<file path="src/rtl/skew_feeder.sv">
// Column sequencer for the 4x4 byte column memory: reads N columns and re-times
// them into a diagonal wavefront where lane k lags lane 0 by k cycles.
module skew_feeder #(
  parameter int DATA_W = 8,
  parameter int N      = 4,
  parameter int SEL_W  = $clog2(N)
) (
  input  logic                clk,
  input  logic                reset,
  input  logic                start,
  input  logic                en,
  output logic [SEL_W-1:0]    col_sel,
  input  logic [N*DATA_W-1:0] col_in,
  output logic [N*DATA_W-1:0] row_out,
  output logic [N-1:0]        valid_out,
  output logic                busy,
  output logic                done,
  output logic [1:0]          dbg_state
);

  localparam logic [1:0] S_IDLE  = 2'd0;
  localparam logic [1:0] S_FEED  = 2'd1;
  localparam logic [1:0] S_DRAIN = 2'd2;
  localparam logic [1:0] S_DONE  = 2'd3;

  localparam logic [SEL_W-1:0] COL_LAST = SEL_W'(N - 1);
  localparam logic [SEL_W-1:0] DRN_LAST = SEL_W'(N - 2);

  logic [1:0]       state_q, state_d;
  logic [SEL_W-1:0] cnt_q, cnt_d;
  logic [SEL_W-1:0] drn_q, drn_d;
  logic             feeding;

  // cnt_q doubles as col_sel: it parks at N-1 through DRAIN/DONE and is zero in IDLE.
  always_comb begin
    state_d = state_q;
    cnt_d   = cnt_q;
    drn_d   = drn_q;
    case (state_q)
      S_IDLE: begin
        if (start) begin
          state_d = S_FEED;
          cnt_d   = '0;
        end
      end
      S_FEED: begin
        if (cnt_q == COL_LAST) begin
          state_d = S_DRAIN;
          drn_d   = '0;
        end else begin
          cnt_d = cnt_q + SEL_W'(1);
        end
      end
      S_DRAIN: begin
        if (drn_q == DRN_LAST) begin
          state_d = S_DONE;
        end else begin
          drn_d = drn_q + SEL_W'(1);
        end
      end
      S_DONE: begin
        state_d = S_IDLE;
        cnt_d   = '0;
      end
      default: begin
        state_d = S_IDLE;
        cnt_d   = '0;
      end
    endcase
  end

  always_ff @(posedge clk) begin
    if (reset) begin
      state_q <= S_IDLE;
      cnt_q   <= '0;
      drn_q   <= '0;
    end else if (en) begin
      state_q <= state_d;
      cnt_q   <= cnt_d;
      drn_q   <= drn_d;
    end
  end

  assign feeding   = (state_q == S_FEED);
  assign col_sel   = cnt_q;
  assign busy      = (state_q != S_IDLE);
  assign done      = (state_q == S_DONE) && en;
  assign dbg_state = state_q;

  // Lane k is a (k+1)-deep shift register; its oldest stage drives the output.
  for (genvar k = 0; k < N; k++) begin : g_lane
    logic [(k+1)*DATA_W-1:0] dq_q;
    logic [k:0]              vq_q;
    logic [DATA_W-1:0]       lane_in;

    assign lane_in = feeding ? col_in[k*DATA_W +: DATA_W] : '0;

    if (k == 0) begin : g_first
      always_ff @(posedge clk) begin
        if (reset) begin
          dq_q <= '0;
          vq_q <= '0;
        end else if (en) begin
          dq_q <= lane_in;
          vq_q <= feeding;
        end
      end
    end else begin : g_rest
      always_ff @(posedge clk) begin
        if (reset) begin
          dq_q <= '0;
          vq_q <= '0;
        end else if (en) begin
          dq_q <= {dq_q[k*DATA_W-1:0], lane_in};
          vq_q <= {vq_q[k-1:0], feeding};
        end
      end
    end

    assign row_out[k*DATA_W +: DATA_W] = dq_q[k*DATA_W +: DATA_W];
    assign valid_out[k]                = vq_q[k];
  end

endmodule

</file>
<file path="config.mk">
export PLATFORM = sky130hd
export DESIGN_NAME = skew_feeder
export DESIGN_NICKNAME = d
export VERILOG_FILES = /design/src/rtl/skew_feeder.sv
export SDC_FILE = /design/constraint.sdc
export NUM_CORES = 1
export LEC_CHECK = 0
export CAP_MARGIN = 20
export CORE_ASPECT_RATIO = 0.5
export CORE_MARGIN = 8
export CORE_UTILIZATION = 40
export CTS_BUF_LIST = sky130_fd_sc_hd__clkbuf_16
export DETAILED_ROUTE_END_ITERATION = 16
export PLACE_DENSITY = 0.68
export SLEW_MARGIN = 20
export SYNTH_ARGS = -nofsm -noshare
export SYNTH_HDL_FRONTEND = slang
export SYNTH_SLANG_ARGS = --single-unit
</file>
<file path="constraint.sdc">
create_clock -name clk -period 1.4 [get_ports clk]
set_clock_uncertainty 0.05 [all_clocks]
set_input_delay 0.21 -clock clk [delete_from_list [all_inputs] [get_ports clk]]
set_output_delay 0.21 -clock clk [all_outputs]
set_load 0.02 [all_outputs]
</file>
## After elaboration in Yosys (flattened, before gate mapping)

Index checks and enable logic that the tools add are counted.

- Equal/unequal tests: 10
- $add $sub $neg: 2
- Multiplexer cells: 14
- Reductions and logical operators: 8

Operator list:

| kind | count |
|---|---|
| $mux W8 | 4 |
| $mux W2 | 7 |
| $reduce_and A4 Y1 | 3 |
| $eq A2 B2 Y1 const B | 4 |
| $ne A2 B2 Y1 const B | 4 |
| $pmux W2 S4 | 1 |
| $pmux W2 S3 | 1 |
| $add A2 B1 Y2 const B | 2 |
| $pmux W2 S2 | 1 |
| $reduce_bool A2 Y1 | 2 |
| $reduce_bool A3 Y1 | 1 |
| $eq A2 B1 Y1 const B | 1 |
| $logic_not A2 Y1 | 1 |
| $ne A2 B1 Y1 const B | 1 |
| $logic_and A1 B1 Y1 | 1 |

- Output and inout bits: 42
- Bits of input ports: 36
- Word-level logic and storage cells: 45
- Bits in registers: 96

## Logic depth before layout (Yosys ltp)

- Depth in word-level cells: 3
- Mapped depth: 7
- Mapped depth without buffers: 5

## Least setup slack after synthesis

OpenSTA, ideal clock, no wires.

- Kind: register to register
- From: reg state_q[0], in the netlist dbg_state[0]
- To: reg cnt_q[1], in the netlist col_sel[1]
- Period minus slack after synthesis: 1,706 ps
- Path buffers: 0
- Data arrival time: 1,569 ps
- Stages on the path, launching flop included: 6
- Setup time: 87 ps
- Slack: -306 ps
- Data required time: 1,263 ps
- Path through: dfxtp_1 -> inv_1 -> ha_1 -> nor2b_1 -> or3_4 -> o31ai_1

- Cells in the longest elaborated chain, start to end: 3
- Elaborated cells on any way between the ends: 8
- Classes of those cells: eq/ne (4); mux (1); reduce/logical (3)

Ends and longest elaborated chain:

| item | line | RTL |
|---|---|---|
| start, declared | 29 | `logic [1:0] state_q, state_d;` |
| start signal, assigned | 78 | `state_q <= state_d;` |
| $eq A2 B1 Y1 (tied with other cells) | 39 | `case (state_q)` |
| $ne A2 B2 Y1 (no source line) / $reduce_bool A3 Y1 (equally long branches) | - |  |
| $reduce_and A4 Y1 (no source line) | - |  |
| end signal, assigned | 79 | `cnt_q <= cnt_d;` |
| end, declared | 30 | `logic [SEL_W-1:0] cnt_q, cnt_d;` |

Parallel ways exist; a longest one is shown, timed or not.
A chain may end at the register's enable or synchronous reset.

## Worst setup path after layout

- From: reg state_q[0], in the netlist dbg_state[0]
- To: reg cnt_q[1], in the netlist col_sel[1]

- Cells in the longest elaborated chain, start to end: 3
- Elaborated cells on any way between the ends: 8
- Classes of those cells: eq/ne (4); mux (1); reduce/logical (3)

Ends and longest elaborated chain:

| item | line | RTL |
|---|---|---|
| $eq A2 B1 Y1 (*) | - |  |
| named net feeding | 32 | `logic feeding;` |
| $ne A2 B2 Y1 (no source line) / $reduce_bool A3 Y1 (equally long branches) | - |  |
| $reduce_and A4 Y1 (no source line) | - |  |

The timed path passes the listed nets; every way through them passes the cells marked *.

==> flow_metrics.py <==
metrics = {
    "timing": {
        "tightest_slew_ns": 0.301,
        "fmax_ghz": 0.676,
        "finalCritPeriodShare_pct": 106,
        "drv_slew": 0,
        "grt_setup_unrepaired": "true",
        "holdWs_ns": 0.277,
        "postLayoutSetupSlackWorst_ns": -0.0792,
        "worst_slew_margin_rel_pct": 79.6,
        "hold_violations": 0,
        "period_needed_ns": 1.48,
        "setup_viol": 4,
    },
    "clocking": {
        "cts.sinks": 90,
        "clkTransAtPathRegs_ns": 0.06,
        "cts_buffers": 9,
        "hold_buffers": 0,
        "cts_tree": "yes",
        "root_buffer": "clkbuf_16",
        "clock_latency_ns": 0.33,
        "h-tree-depth": 3,
        "clockBufferDepth": 2,
    },
    "global_routing": {
        "grt_max_degree": 73,
        "grt-ovfl-total": 0,
        "grt_pass1_wl_um": 13000,
        "grt_use_total_pct": 12.6,
        "first_global_vias": 2678,
        "antenna_found_initial": 0,
    },
    "worst_setup_path": {
        "critPathArrivalTime_ns": 1.67,
        "cp.required_ns": 1.59,
        "cp-start-kind": "register",
        "crit_fanout": 3,
        "reg2reg_from": "dbg_state[0]$_SDFFE_PP0P_",
        "crit_type": "reg2reg",
        "reg2reg_depth": 5,
        "worstSetupStartpoint": "dbg_state[0]$_SDFFE_PP0P_",
        "cp-end-kind": "register",
    },
    "final_layout": {
        "area_delta_synth_final_pct": 33.2,
        "postLayoutCellArea_um2": 4780,
        "fillCellCount": 780,
        "fin_nets": 482,
        "final_common_cell": "dfxtp_1",
        "multi_input_area_um2": 1590,
        "diodes": 0,
        "ff_latch_area_um2": 1810,
        "drive_gt1_share_pct": 14.4,
        "final_cell_mix": "dfxtp_1 (88), nor2_1 (59), mux2i_1 (54)",
    },
    "hold_path": {
        "hp-class": "in2reg",
        "hold-path-cell-count": 3,
        "hp-start": "reset",
    },
    "synth": {
        "synth_seq_cells": 90,
        "synth_edf_count": 0,
        "netlist_instances": 379,
        "synth_ff_type": "dfxtp_1",
        "yosysSeqAreaShare_pct": 50.2,
        "yosys-top-cells-area": "dfxtp_1 (50%), mux2i_1 (15%), buf_4 (6.7%)",
        "synth_warnings": 0,
        "syn_nets": 423,
        "syn_area_um2": 3590,
        "ys_types": 29,
        "syn_avg_cell_area_um2": 9.48,
        "synthArstFlopShare_pct": 0,
        "synth_top_cell_area_share_pct": 50.2,
        "synth_top_cell_by_area": "dfxtp_1",
    },
    "placed_design": {
        "placed_cell_area_um2": 4390,
        "hpwl_um": 5040,
        "pre_cts_ws_ns": -0.0973,
        "port_buffers": 77,
        "finalWeightedCongestion": 0.714,
    },
    "route": {
        "postRouteAntennaNets": 0,
        "vias": 2662,
        "dr.first_iter.drc_count": 101,
        "first_pass_iters": 4,
        "post-route-drc-count": 0,
        "routed_wl_um": 7820,
        "vias_per_cell": 4.75,
        "wl_per_cell_um": 14.0,
    },
    "floorplan": {
        "io_pins": 78,
        "die_area_um2": 12500,
        "rows": 24,
        "die_x_um": 150,
        "fp.coreArea_um2": 8710,
        "die_y_um": 83.0,
        "start_util_pct": 41.2,
    },
    "flow_run": {
        "max_cap_viol_count": 0,
    },
    "status": {
        "violations": "negative setup slack",
        "status": "complete, but fails checks",
    },
    "pwr": {
        "power_density_nw_per_um2": 1210,
        "p_leak_nw": 2.09,
        "ir_worst_vdd_v": 0.000707,
    },
}
==> repair_timing <==
action,4_1_cts,5_1_grt
endpoints found under the setup margin,54,43
resized for setup,64,21
setup buffers,3,2
cloned,0,0
pin swaps,3,5
==> cell usage after synthesis (2+ instances only) <==
| cell | number |
|---|---|
| and2_1 | 2 |
| nor2_1 | 59 |
| buf_4 | 32 |
| inv_1 | 5 |
| a21oi_1 | 28 |
| buf_2 | 7 |
| nor2b_1 | 3 |
| ha_1 | 8 |
| nand2b_1 | 2 |
| mux2i_1 | 54 |
| dfxtp_1 | 90 |
| nand2_1 | 30 |
| o311ai_0 | 2 |
| nand3_1 | 26 |
| a22oi_1 | 6 |
| clkbuf_1 | 11 |
| o41ai_1 | 2 |
==> worst max-delay path, cell delays in order, from the launching register on <==
cell     delay [ns]
dfxtp_4        0.35
buf_6          0.13
ha_4           0.16
and2_4         0.14
or3_4          0.36
o31ai_2        0.20
==> sequential cells by signal, indices dropped and copies added (netlist names) <==
name and flops:
drn_q 2, dbg_state 2, col_sel 2, g_lane.vq_q 4, g_lane.dq_q 80
==> routing by layer <==
layer	wire (um)	GRT usage [%]	up-vias
li1	-	-	1363
met5	0	0	-
met4	98	3.51	0
met1	3630	15.2	1233
met3	429	4.33	8
met2	3660	20.7	58
==> final timing paths <==
| check | endpoint | slack, ns |
|---|---|---|
| worst max register to register | col_sel[1]$_SDFFE_PP0P_ | -0.08 |
| worst min-delay path | g_lane[1].dq_q[6]$_SDFFE_PP0P_ | 0.28 |
| worst min register to register | g_lane[2].dq_q[4]$_SDFFE_PP0P_ | 0.40 |
| worst max-delay path | col_sel[1]$_SDFFE_PP0P_ | -0.08 |
==> report_power, final <==
part           leakage, nW  internal, mW  switching (mW)  total [mW]
Combinational         1.20         0.417           0.443       0.860
Sequential           0.728          2.64          0.0439        2.68
Clock                0.156          1.35           0.910        2.26
==> kinds of logic after synthesis <==
| group | share of synthesized area [%] |
|---|---|
| AND/OR/NAND/NOR | 15.8 |
| flip-flops | 50.2 |
| AO/OA/AOI/OAI | 6.62 |
| multiplexers | 15.0 |
| buffers and inverters | 9.54 |
| adder cells (fa/ha/maj) | 2.79 |
==> area by class of cell <==
class	count	area share (%)
Multi-Input combinational cell	232	33.3
Inverter	6	0.523
Tap cell	117	3.06
Sequential cell	90	37.8
Timing Repair Buffer	99	19.5
Clock buffer	9	4.71
Clock inverter	7	1.15
==> metrics by stage <==
| stage | utilization [%] | TNS, ns | std cells | power [mW] |
|---|---|---|---|---|
| after global placement | 50.4 | -0.309 | 540 | 3.49 |
| after detailed placement | 50.4 | -0.550 | 540 | 3.50 |
| after CTS | 54.1 | -0.447 | 559 | 5.81 |
| after global routing | 54.9 | -0.505 | 560 | 6.06 |
| final | 54.9 | -0.191 | 560 | 5.80 |
| after floorplan | - | -0.0743 | 379 | 3.19 |
(Power assumes the default switching activity.)
